**src/rtl/abro_pkg.sv**
```systemverilog
// abro_pkg: shared state encoding, mode codes and sizing helper for the ABRO stimulus driver
package abro_pkg;
    typedef enum logic [2:0] {
        S_IDLE,
        S_RST,
        S_FIRST,
        S_GAP,
        S_SECOND,
        S_WAIT,
        S_DONE
    } abro_drv_state_t;
    localparam logic [1:0] MODE_AB  = 2'b00;
    localparam logic [1:0] MODE_BA  = 2'b01;
    localparam logic [1:0] MODE_SIM = 2'b10;
    localparam logic [1:0] MODE_BAD = 2'b11;
    function automatic int max_w(int a, int b);
        return a > b ? a : b;
    endfunction
endpackage

```
**src/rtl/abro_cnt.sv**
```systemverilog
// abro_cnt: loadable up/down counter with a terminal-count compare
module abro_cnt #(
    parameter int W = 8
) (
    input  logic         clk,
    input  logic         reset,
    input  logic         i_load,
    input  logic [W-1:0] i_din,
    input  logic         i_en,
    input  logic         i_up,
    input  logic [W-1:0] i_term,
    output logic [W-1:0] o_q,
    output logic         o_tc
);
    logic [W-1:0] r_q;
    always_ff @(posedge clk) begin
        if (!reset)
            r_q <= '0;
        else if (i_load)
            r_q <= i_din;
        else if (i_en)
            r_q <= i_up ? r_q + W'(1) : r_q - W'(1);
    end
    assign o_q  = r_q;
    assign o_tc = r_q == i_term;
endmodule

```
**src/rtl/abro_stim_driver.sv**
```systemverilog
// abro_stim_driver: ABRO initiator that resets the responder, drives A/B and times its O response
module abro_stim_driver
    import abro_pkg::*;
#(
    parameter int GAP_W   = 8,
    parameter int TIMEOUT = 16,
    parameter int RST_LEN = 2,
    parameter int LAT_W   = 5
) (
    input  logic             clk,
    input  logic             reset,
    input  logic             start,
    input  logic [1:0]       mode,
    input  logic             level,
    input  logic [GAP_W-1:0] gap,
    input  logic             O,
    output logic             dut_reset_n,
    output logic             A,
    output logic             B,
    output logic             busy,
    output logic             done,
    output logic             pass,
    output logic             timeout,
    output logic             early,
    output logic [LAT_W-1:0] o_latency
);
    localparam int CW = max_w(GAP_W, LAT_W);
    abro_drv_state_t r_state, w_next;
    logic [1:0] r_mode;
    logic r_level;
    logic [GAP_W-1:0] r_gap;
    logic r_rstn, r_a, r_b, r_busy, r_done, r_pass, r_timeout, r_early;
    logic [LAT_W-1:0] r_lat;
    logic w_accept, w_o_early, w_load, w_en, w_up, w_tc;
    logic [CW-1:0] w_din, w_term, w_q;
    logic w_fa, w_sa, w_a, w_b, w_rstn, w_busy, w_done;
    assign w_accept  = start && mode != MODE_BAD;
    assign w_o_early = O && r_state inside {S_FIRST, S_GAP, S_SECOND};
    assign w_en      = r_state inside {S_RST, S_GAP, S_WAIT};
    assign w_up      = r_state == S_WAIT;
    assign w_term    = r_state == S_WAIT ? CW'(TIMEOUT - 1) : CW'(1);
    abro_cnt #(.W(CW)) u_cnt (
        .clk   (clk),
        .reset (reset),
        .i_load(w_load),
        .i_din (w_din),
        .i_en  (w_en),
        .i_up  (w_up),
        .i_term(w_term),
        .o_q   (w_q),
        .o_tc  (w_tc)
    );
    always_ff @(posedge clk) r_state <= !reset ? S_IDLE : w_next;
    always_comb begin
        w_next = r_state;
        w_load = 1'b0;
        w_din  = '0;
        case (r_state)
            S_IDLE: if (w_accept) begin
                w_next = S_RST;
                w_load = 1'b1;
                w_din  = CW'(RST_LEN);
            end
            S_RST: if (w_tc) w_next = S_FIRST;
            S_FIRST: begin
                w_load = !O && r_mode == MODE_SIM || !O && r_gap != '0;
                w_din  = r_mode == MODE_SIM ? '0 : CW'(r_gap);
                w_next = O ? S_DONE : r_mode == MODE_SIM ? S_WAIT : r_gap == '0 ? S_SECOND : S_GAP;
            end
            S_GAP: w_next = O ? S_DONE : w_tc ? S_SECOND : S_GAP;
            S_SECOND: begin
                w_next = O ? S_DONE : S_WAIT;
                w_load = !O;
            end
            S_WAIT: if (O || w_tc) w_next = S_DONE;
            default: w_next = S_IDLE;
        endcase
    end
    // Outputs are decoded from the next state so the registered pins line up with the state they belong to
    always_comb begin
        w_fa   = w_next == S_FIRST || (r_level && w_next inside {S_GAP, S_SECOND, S_WAIT});
        w_sa   = w_next == S_SECOND || (r_level && w_next == S_WAIT);
        w_a    = r_mode == MODE_BA ? w_sa : w_fa;
        w_b    = r_mode == MODE_AB ? w_sa : w_fa;
        w_rstn = w_next != S_RST;
        w_busy = w_next inside {S_RST, S_FIRST, S_GAP, S_SECOND, S_WAIT};
        w_done = w_next == S_DONE;
    end
    always_ff @(posedge clk) begin
        if (!reset) begin
            {r_rstn, r_a, r_b, r_busy, r_done, r_pass, r_timeout, r_early} <= '0;
            r_lat   <= '0;
            r_mode  <= MODE_AB;
            r_level <= 1'b0;
            r_gap   <= '0;
        end else begin
            r_rstn <= w_rstn;
            r_a    <= w_a;
            r_b    <= w_b;
            r_busy <= w_busy;
            r_done <= w_done;
            if (r_state == S_IDLE && w_accept) begin
                r_mode    <= mode;
                r_level   <= level;
                r_gap     <= gap;
                r_pass    <= 1'b0;
                r_timeout <= 1'b0;
                r_early   <= 1'b0;
                r_lat     <= '0;
            end else if (r_state == S_WAIT && O) begin
                r_pass <= 1'b1;
                r_lat  <= LAT_W'(w_q);
            end else if (r_state == S_WAIT && w_tc)
                r_timeout <= 1'b1;
            else if (w_o_early)
                r_early <= 1'b1;
        end
    end
    assign dut_reset_n = r_rstn;
    assign A           = r_a;
    assign B           = r_b;
    assign busy        = r_busy;
    assign done        = r_done;
    assign pass        = r_pass;
    assign timeout     = r_timeout;
    assign early       = r_early;
    assign o_latency   = r_lat;
endmodule

```
**config.mk**
```make
export PLATFORM = sky130hd
export DESIGN_NAME = abro_stim_driver
export DESIGN_NICKNAME = d
export VERILOG_FILES = /design/src/rtl/abro_pkg.sv /design/src/rtl/abro_cnt.sv /design/src/rtl/abro_stim_driver.sv
export SDC_FILE = /design/constraint.sdc
export NUM_CORES = 1
export LEC_CHECK = 0
export BUFFER_PORTS_ARGS = -buffer_cell sky130_fd_sc_hd__buf_2
export CAP_MARGIN = 10
export CELL_PAD_IN_SITES_DETAIL_PLACEMENT = 0
export CELL_PAD_IN_SITES_GLOBAL_PLACEMENT = 1
export CORE_UTILIZATION = 35
export CTS_CLUSTER_SIZE = 40
export DETAILED_ROUTE_END_ITERATION = 8
export PLACE_DENSITY = 0.75
export SLEW_MARGIN = 20
export SYNTH_ARGS = -nofsm -noshare
export SYNTH_HDL_FRONTEND = slang
export SYNTH_SLANG_ARGS = --single-unit
```
**constraint.sdc**
```tcl
create_clock -name clk -period 8.6 [get_ports clk]
set_input_delay 1.29 -clock clk [delete_from_list [all_inputs] [get_ports clk]]
set_output_delay 1.29 -clock clk [all_outputs]
set_load 0.005 [all_outputs]
```
# [After elaboration in Yosys (flattened, before gate mapping)]
# Cells that the tools add are included.
[word_totals] word_cells=82 output_inout_bits=13 ff_bits=35
[classes] addsub=2 muxes=21 n_eq_ne=16 n_reduce_logical=26 n_bitwise=3
[ops] cell="two-way mux 8 bit" count=4
[ops] cell="two-way mux 3 bit" count=8
[ops] cell="one-hot mux 3 bit (6 select lines)" count=1
[ops] cell="one-hot mux 8 bit (2 select lines)" count=1
[ops] cell="equality test 3 bit, second input constant" count=5
[ops] cell="equality test 3 x 2 -> 1 bit, second input constant" count=4
[ops] cell="logical AND 1 bit" count=9
[ops] cell="nonzero test 3 bit" count=3
[ops] cell="adder 8 x 1 -> 8 bit, second input constant" count=1
[ops] cell="equality test 8 x 4 -> 1 bit" count=1
[ops] cell="zero test 8 bit" count=1
[ops] cell="nonzero test 8 bit" count=1
[ops] cell="subtractor 8 x 1 -> 8 bit, second input constant" count=1
[ops] cell="equality test 3 x 1 -> 1 bit, second input constant" count=2
[ops] cell="nonzero test 5 bit" count=1
[ops] cell="logical OR 1 bit" count=4
[ops] cell="two-way mux 2 bit" count=2
[ops] cell="two-way mux 4 bit" count=1
[ops] cell="zero test 3 bit" count=1
[ops] cell="two-way mux 1 bit" count=3
[ops] cell="inequality test 3 x 1 -> 1 bit, second input constant" count=1
[ops] cell="inverter 1 bit" count=3
[ops] cell="one-hot mux 1 bit (3 select lines)" count=1
[ops] cell="AND reduction 3 bit" count=1
[ops] cell="other kinds (8)" count=8

# [Depth between registers and ports, before layout]
# Gate-level depths: netlist of the first run.
[logic_depth] word_depth=11 depth_mapped=10

# [Modules after synthesis]
# A second synthesis of the first run with hierarchy kept.
[hier_totals] hier_cells=251 area_unflattened_um2=2149.6
[modules_own_cells] module="abro_stim_driver" area_each_um2=1372.6 instances=1 cells_per_inst=156 seq_area_each_um2=540.5
[modules_own_cells] module="abro_cnt" area_each_um2=777.0 instances=1 cells_per_inst=95 seq_area_each_um2=160.2

# [Worst setup path after synthesis of the first run]
# OpenSTA, ideal clock, no wires.
[synth_path] path_kind="flip-flop to flip-flop" from="register r_state[1]" to="register r_a (netlist: A)" setup_slack_ps=5896 period_less_slack_ps=2704 t_arrival_ps=2571 path_buffers=0 t_required_ps=8467 path_stages_with_launch=11 path_cell_list="dfxtp_1 > and2b_1 > nand2_1 > ha_1 > ha_1 > nand4b_1 > or2_4 > a32o_2 > o21ba_1 > a211oi_1 > a2111oi_2"
[synth_between] elab_chain_cells=11 word_cells_on_any_way=25 cone_classes="10 x eq/ne; 8 x mux; 7 x reduce/logical"
[synth_lines] item="start: declaration" line="abro_stim_driver.sv:28" text="abro_drv_state_t r_state, w_next;"
[synth_lines] item="start signal: assignment" line="abro_stim_driver.sv:53" text="always_ff @(posedge clk) r_state <= !reset ? S_IDLE : w_next;"
[synth_lines] item="equality test 3 bit" line="abro_stim_driver.sv:41, abro_stim_driver.sv:58"
[synth_lines] item="two-way mux 4 bit" line="abro_stim_driver.sv:41" text="assign w_term = r_state == S_WAIT ? CW'(TIMEOUT - 1) : CW'(1);"
[synth_lines] item="equality test 8 x 4 -> 1 bit" line="abro_cnt.sv:25" text="assign o_tc = r_q == i_term;"
[synth_lines] item="two-way mux 3 bit / logical OR 1 bit (equally long branches)" line="abro_stim_driver.sv:70, abro_stim_driver.sv:75"
[synth_lines] item="two-way mux 3 bit (on tied branches)" line="abro_stim_driver.sv:70, abro_stim_driver.sv:75"
[synth_lines] item="one-hot mux 3 bit (6 select lines) (*)" line="abro_stim_driver.sv:58" text="case (r_state)"
[synth_lines] item="equality test 3 x 2 -> 1 bit / equality test 3 bit (equally long branches)" line="abro_stim_driver.sv:81, abro_stim_driver.sv:82"
[synth_lines] item="nonzero test 3 bit" line="abro_stim_driver.sv:81" text="w_fa = w_next == S_FIRST || (r_level && w_next inside {S_GAP, S_SECOND, S_WAIT});"
[synth_lines] item="logical AND 1 bit" line="abro_stim_driver.sv:81"
[synth_lines] item="logical OR 1 bit" line="abro_stim_driver.sv:81"
[synth_lines] item="two-way mux 1 bit (*)" line="abro_stim_driver.sv:83" text="w_a = r_mode == MODE_BA ? w_sa : w_fa;"
[synth_lines] item="end signal: assignment" line="abro_stim_driver.sv:98" text="r_a <= w_a;"
[synth_lines] item="end: declaration" line="abro_stim_driver.sv:32" text="logic r_rstn, r_a, r_b, r_busy, r_done, r_pass, r_timeout, r_early;"
# Mark *: on every way between the ends. The rest lies on a longest branch, timed or not.
# A chain may end at the register's enable or synchronous reset.

# [Worst setup path in the final report of the first run]
# Ends and elaborated chain as after synthesis.

==> out/metrics.csv, run 1 <==
metric;value;unit
synthCells;206;
grt_max_degree;26;
post_cts_resized;0;
synth_xor_area_share;2.34;%
synth_seq_area_share;37.5;%
synth_nets;229;
port_buffers;27;
overflow;0;
design_power_total;0.469;mW
timing.setup.tns;0;ns
drv_slew;0;
crit_chain;and2b_1, nand2_1, ha_1, ha_1, nand4b_1, or2_4, o31ai_4, o21ba_1, o21ai_0, a2111oi_2;
dieArea;0.00563;mm^2
startpoint_type;flip-flop;
path_common_cell;ha_1;
grt_pass1_vias;1370;
synth.avg_cell_area;9.07;um^2
final_nets;257;
instances_no_fill;305;
leakagePower;0.966;nW
placedCellCount;297;
fin_crit_sh;36.6;%
worstHoldPathType;reg -> reg;
finalWirelength;4030;um
synth_edf_count;0;
cts_buffers;5;
muxShareOfSynthArea;8.57;%
fmax;317;MHz
routedWlPerCell;13.2;um
ys_ff_latch;35;
synthDistinctLibCells;49;
start_util;36.6;%
post_cts.repair.setup_buffers;0;
crit_type;reg -> reg;
crit_path_end_kind;flip-flop;
cp_slowest_stage_delay;0.41;ns
drt-initial-drc-count;98;
setup_violations;0;
top_level_ports;28;
insertion_delay;0.28;ns
drive_above_1_share;21.7;%
synthTopCellsByArea;dfxtp_1, mux2i_1, nor2_1, ha_1, a21oi_1;
rows;26;
power_density;217;mW/mm^2
rsz0062_at_grt;false;
place_area;0.00207;mm^2
cp.arrival;3.33;ns
drv_cap;0;
yosysTopAreaCell;dfxtp_1;
max_slew_margin;39.2;%
synth_fa_ha_area_share;5.76;%
gp_congestion;0.834;
n_antenna_cell;0;
synth_most_common_cell;dfxtp_1;
min_period;3.15;ns
synthFlopType;dfxtp_1;
synth_compound_area_share;22.0;%
vdd_drop_max;0.106;mV
synth_top_area_share;37.5;%
required;8.77;ns
remaining_drc_errors;0;
post_drt_via_cell_ratio;4.98;
clockBufferDepth;2;
synth_top_family_by_area;compound AO/OA/AOI/OAI gates;
die_h;75.1;um
yosys.area_share.simple;20.0;%
ctsHtreeMaxLevel;2;
stdcell_area;0.00217;mm^2
crit_fanout;9;
status;finished, final reports clean;
vias;1519;
fin_util;42.4;%
cp_slowest_cell;ha_1;
ys_warn_count;0;
grt_pass1_wl;6550;um
synth_common_cells;dfxtp_1, nor2_1, mux2i_1, a21oi_1, nand2_1;
cts_sinks;35;
die_x;75.1;um
path_clk_slew;0.07;ns
postRouteAntennaNets;0;
cts_tree;yes;
antenna_found_initial;0;
area_growth;15.9;%
fin_worst_skew;0.00670;ns
hold_viol_final;0;
grt_usage;15.7;%
hold_buffers;0;
hpwlAfterDp;2950;um
synth_area;0.00187;mm^2
firstDrtPassIters;4;
cts_root_buf;clkbuf_8;
synthArstFlopShare;0;%
tightest_slew;0.910;ns
core-area;0.00511;mm^2
-- cell usage in the layout, fill, tap and decap left out, types with 3 or more instances in the layout --
master / instances
inv_1: 12
a21oi_1: 14
clkbuf_8: 7
nor2b_1: 3
o21ai_0: 9
xnor2_1: 3
a21o_1: 4
a211oi_1: 5
nand2_1: 14
dfxtp_1: 35
mux2i_1: 16
o21a_1: 4
nor2_1: 27
a31oi_1: 3
nand3_1: 6
ha_1: 7
buf_2: 27
-- layer usage --
metal	global-route usage [%]	share of wire [%]	up-vias
li1	-	-	793
met1	23.0	54	679
met2	22.3	41	45
met3	4.42	4.6	2
met4	3.77	0.62	0
met5	0	0	-
-- worst paths after layout --
check | start | to | slack (ns) | depth (start not counted)
max | r_state[1] | A | 5.45 | 10
min | pass | pass | 0.44 | 2
max reg2reg | r_state[1] | A | 5.45 | 10
min reg2reg | pass | pass | 0.44 | 2
-- logic make-up after synthesis --
logic type,Yosys count
simple gates,69
compound gates,55
flops,35
buf+inv,18
mux,16
fa+ha+maj,8
xor+xnor,5
-- report_power, final --
group	internal (mW)	switching, mW
sequential	0.177	0.0138
combinational	0.0667	0.0803
clock	0.0731	0.0579
total	0.317	0.152
-- registers in the layout, summed over array words and instances (netlist names), 2 cells and up --
signal and cells:
r_state 3, r_gap 8, r_mode 2, u_cnt.o_q 8
o_latency 5
-- area by class of cell --
class,instances,area [um^2]
Clock buffer,8,100
Fill cell,510,2940
Inverter,12,45.0
Multi-Input combinational cell,153,1100
Sequential cell,35,701
Tap cell,70,87.6
Timing Repair Buffer,27,135
-- worst max-delay path: cells and delay by family, from the launching register on --
| family | cells | cell delay (ns) |
|---|---|---|
| AO/OA/AOI/OAI | 4 | 0.98 |
| AND/OR/NAND/NOR | 4 | 1.13 |
| adder cells (fa/ha/maj) | 2 | 0.55 |
| flip-flops | 1 | 0.38 |
-- per-stage QoR --
step / setup WS [ns] / hold WS [ns]
after CTS: 5.42 / 0.448
after floorplan: 5.90 / 0.442
after global routing: 5.18 / 0.481
after global placement: 5.53 / 0.432
after detailed placement: 5.45 / 0.437
final: 5.45 / 0.442
Power figures use the tool's default switching activity.
==> run 2: changes to the inputs <==
Settings changed: ABC_AREA set to 1, PLACE_DENSITY 0.75 to 0.8.
Clock period 8.6 ns to 2.61 ns, I/O delays scaled along.
==> out/metrics.csv, run 2 <==
metric;value;unit;change
hold_ws;0.315;ns;-0.127 ns
vias;1801;;+19%
stdcell_area;0.00231;mm^2;+6.7%
drv_cap;0;;unchanged
hp-start;gap[4];;
synthCells;276;;+34%
cts_sinks;35;;unchanged
cts_buffers;5;;unchanged
power_density;832;mW/mm^2;+280%
crit_fanout;8;;-1
r2r-end;B;;
drive_above_1_share;21.7;%;about the same
dieArea;0.00586;mm^2;+4.1%
synth_most_common_cell;nand2_1;;
startpoint_type;flip-flop;;
synthTopCellsByArea;dfxtp_1, nand2_1, nor2_1, a21oi_1, o21ai_0;;
place_area;0.00216;mm^2;+4.6%
cts_tree;yes;;
min_period;2.31;ns;-0.843 ns
synth_edf_count;0;;unchanged
start_util;37.2;%;+0.60 points
synth.avg_cell_area;7.05;um^2;-22%
fin_worst_skew;0.00572;ns;-0.000987 ns
timing.setup.tns;0;ns;unchanged
cp_slowest_stage_delay;0.38;ns;-0.03 ns
setup_violations;0;;unchanged
fill_cells;569;;+12%
n_antenna_cell;0;;unchanged
hold_viol_final;0;;unchanged
overflow;0;;unchanged
layout_commonest_cell;nand2_1;;
synthFlopType;dfxtp_1;;
worstHoldPathType;in -> reg;;
area_growth;18.7;%;
synthArstFlopShare;0;%;unchanged
rows;26;;unchanged
port_buffers;27;;unchanged
cp_num_buf_inv;4;;+4
rsz0062_at_grt;false;;
gp_congestion;0.883;;+5.9%
drt-initial-drc-count;98;;unchanged
die_x;76.6;um;+2.0%
grt_usage;16.5;%;+0.82 points
path_common_cell;nand2_1;;
clockBufferDepth;2;;unchanged
layout_common_cells;nand2_1, nor2_1, dfxtp_1;;
remaining_drc_errors;0;;unchanged
yosysTopAreaCell;dfxtp_1;;
vdd_drop_max;0.297;mV;+180%
path_clk_slew;0.08;ns;about the same
worstReg2RegStart;r_state[0];;
grt_pass1_wl;7590;um;+16%
cpLargestDelayFamily;simple AND/OR/NAND/NOR gates;;
hold_end;r_gap[4];;
crit_type;reg -> reg;;
drv_slew;0;;unchanged
hpwlAfterDp;3290;um;+11%
ctsHtreeMaxLevel;2;;unchanged
crit_chain;inv_2, nor2_4, nand2_4, ha_1, ha_1, inv_1, nor2_2, nand3_2, o21ai_1, nand2_1, nor2_4, nor2_2, nand2_1, nand2_1, inv_1, nand3_1, nand2_1, inv_1;;
required;2.81;ns;-5.96 ns
cts_root_buf;clkbuf_8;;
ys_ff_latch;35;;unchanged
antenna_found_initial;0;;unchanged
firstDrtPassIters;4;;unchanged
cp_slowest_cell;dfxtp_4;;
top_level_ports;28;;unchanged
synth_seq_area_share;36.0;%;-1.5 points
reg2regPathDepth;18;;+8
synth_area;0.00195;mm^2;+4.2%
synth_nets;299;;+31%
insertion_delay;0.29;ns;about the same
status;finished, final reports clean;;
max_slew_margin;78.1;%;+39 points
cp.arrival;2.51;ns;-0.82 ns
post_drt_via_cell_ratio;4.75;;-4.6%
r2r_slack;0.30;ns;-5.15 ns
crit_path_end_kind;flip-flop;;
postRouteAntennaNets;0;;unchanged
fin_crit_sh;88.4;%;+52 points
grt_max_degree;21;;-19%
die_h;76.6;um;+2.0%
synthDistinctLibCells;33;;-33%
finalWirelength;4370;um;+8.6%
tightest_slew;0.329;ns;-0.581 ns
core-area;0.00524;mm^2;+2.5%
holdPathStages;3;;+1
fmax;433;MHz;+37%
ys_warn_count;0;;unchanged
final_nets;331;;+29%
synth_common_cells;nand2_1, nor2_1, dfxtp_1, a21oi_1, inv_1;;
routedWlPerCell;11.5;um;-13%
synth_top_area_share;36.0;%;-1.5 points
grt_pass1_vias;1614;;+18%
leakagePower;1.08;nW;+12%
-- run 2: cell types whose count changed in the layout (fill, tap and decap cells not counted), sizes merged, moves of 3 or more --
cell and change:
a21o -4, inv +19, clkbuf -3, o21a -3
a211oi -5, nand2 +40, a21oi +14, mux2i -16
nor2 +14, nor2b -3, nand3 +19, o21ai +17
buf +3
-- run 2: cells by family after synthesis --
| group | synth area share, % |
|---|---|
| DFF | 36.0 |
| xor gates and xnor gates | 2.25 |
| and+or+nand+nor | 31.6 |
| buffers and inverters | 7.91 |
| AOI/OAI and AO/OA | 16.8 |
| adders and majority gates | 5.53 |
-- run 2: layout make-up --
class	instances	area, um^2	share of cell area [%]
Sequential cell	35	704	30.5
Clock inverter	3	67.6	2.92
Tap cell	70	87.6	3.79
Inverter	32	123	5.31
Timing Repair Buffer	30	158	6.82
Clock buffer	5	68.8	2.98
Multi-Input combinational cell	204	1100	47.7
-- run 2: worst max-delay path by stage --
stage / startpoint / end / cells past startpoint
after floorplan: r_state[0] / A / 18
after global placement: r_state[0] / A / 18
after detailed placement: r_state[0] / B / 18
after CTS: r_state[0] / B / 18
after global routing: r_state[0] / B / 18
final: r_state[0] / B / 18
-- run 2: power breakdown --
group | switching, mW | leakage (nW) | internal (mW)
sequential | 0.0681 | 0.288 | 0.609
clock | 0.210 | 0.0644 | 0.381
combinational | 0.397 | 0.732 | 0.257
-- run 2: through the flow --
stage                     util, %  power [mW]  std cells  setup slack (ns)
after floorplan                 -        1.18        276             0.324
after global placement       41.3        1.33        371             0.197
after detailed placement     41.3        1.33        371             0.143
after CTS                    43.9        1.94        379             0.128
after global routing         44.1        2.08        379            0.0196
final                        44.1        1.92        379             0.302
-- run 2: repair_timing --
item | 4_1_cts | 5_1_grt
endpoints found under the setup margin | 0 | 2
gates resized for setup | 0 | 4
hold buffers | 0 | 0
buffers inserted | 0 | 0
-- run 2: routing by layer --
metal	vias up	track usage (%)	share of wire [%]
met3	7	4.79	4.8
met1	783	24.0	54
met4	0	5.77	1.4
li1	968	-	-
met5	-	0	0
met2	43	22.7	40
-- run 2: worst register-to-register path, stage by stage, from the launching register on --
cell	delay, ns
dfxtp_4	0.38
inv_2	0.06
nor2_4	0.12
nand2_4	0.10
ha_1	0.32
ha_1	0.16
inv_1	0.05
nor2_2	0.10
nand3_2	0.11
o21ai_1	0.14
nand2_1	0.10
nor2_4	0.16
nor2_2	0.06
nand2_1	0.07
nand2_1	0.05
inv_1	0.07
nand3_1	0.07
nand2_1	0.06
inv_1	0.03
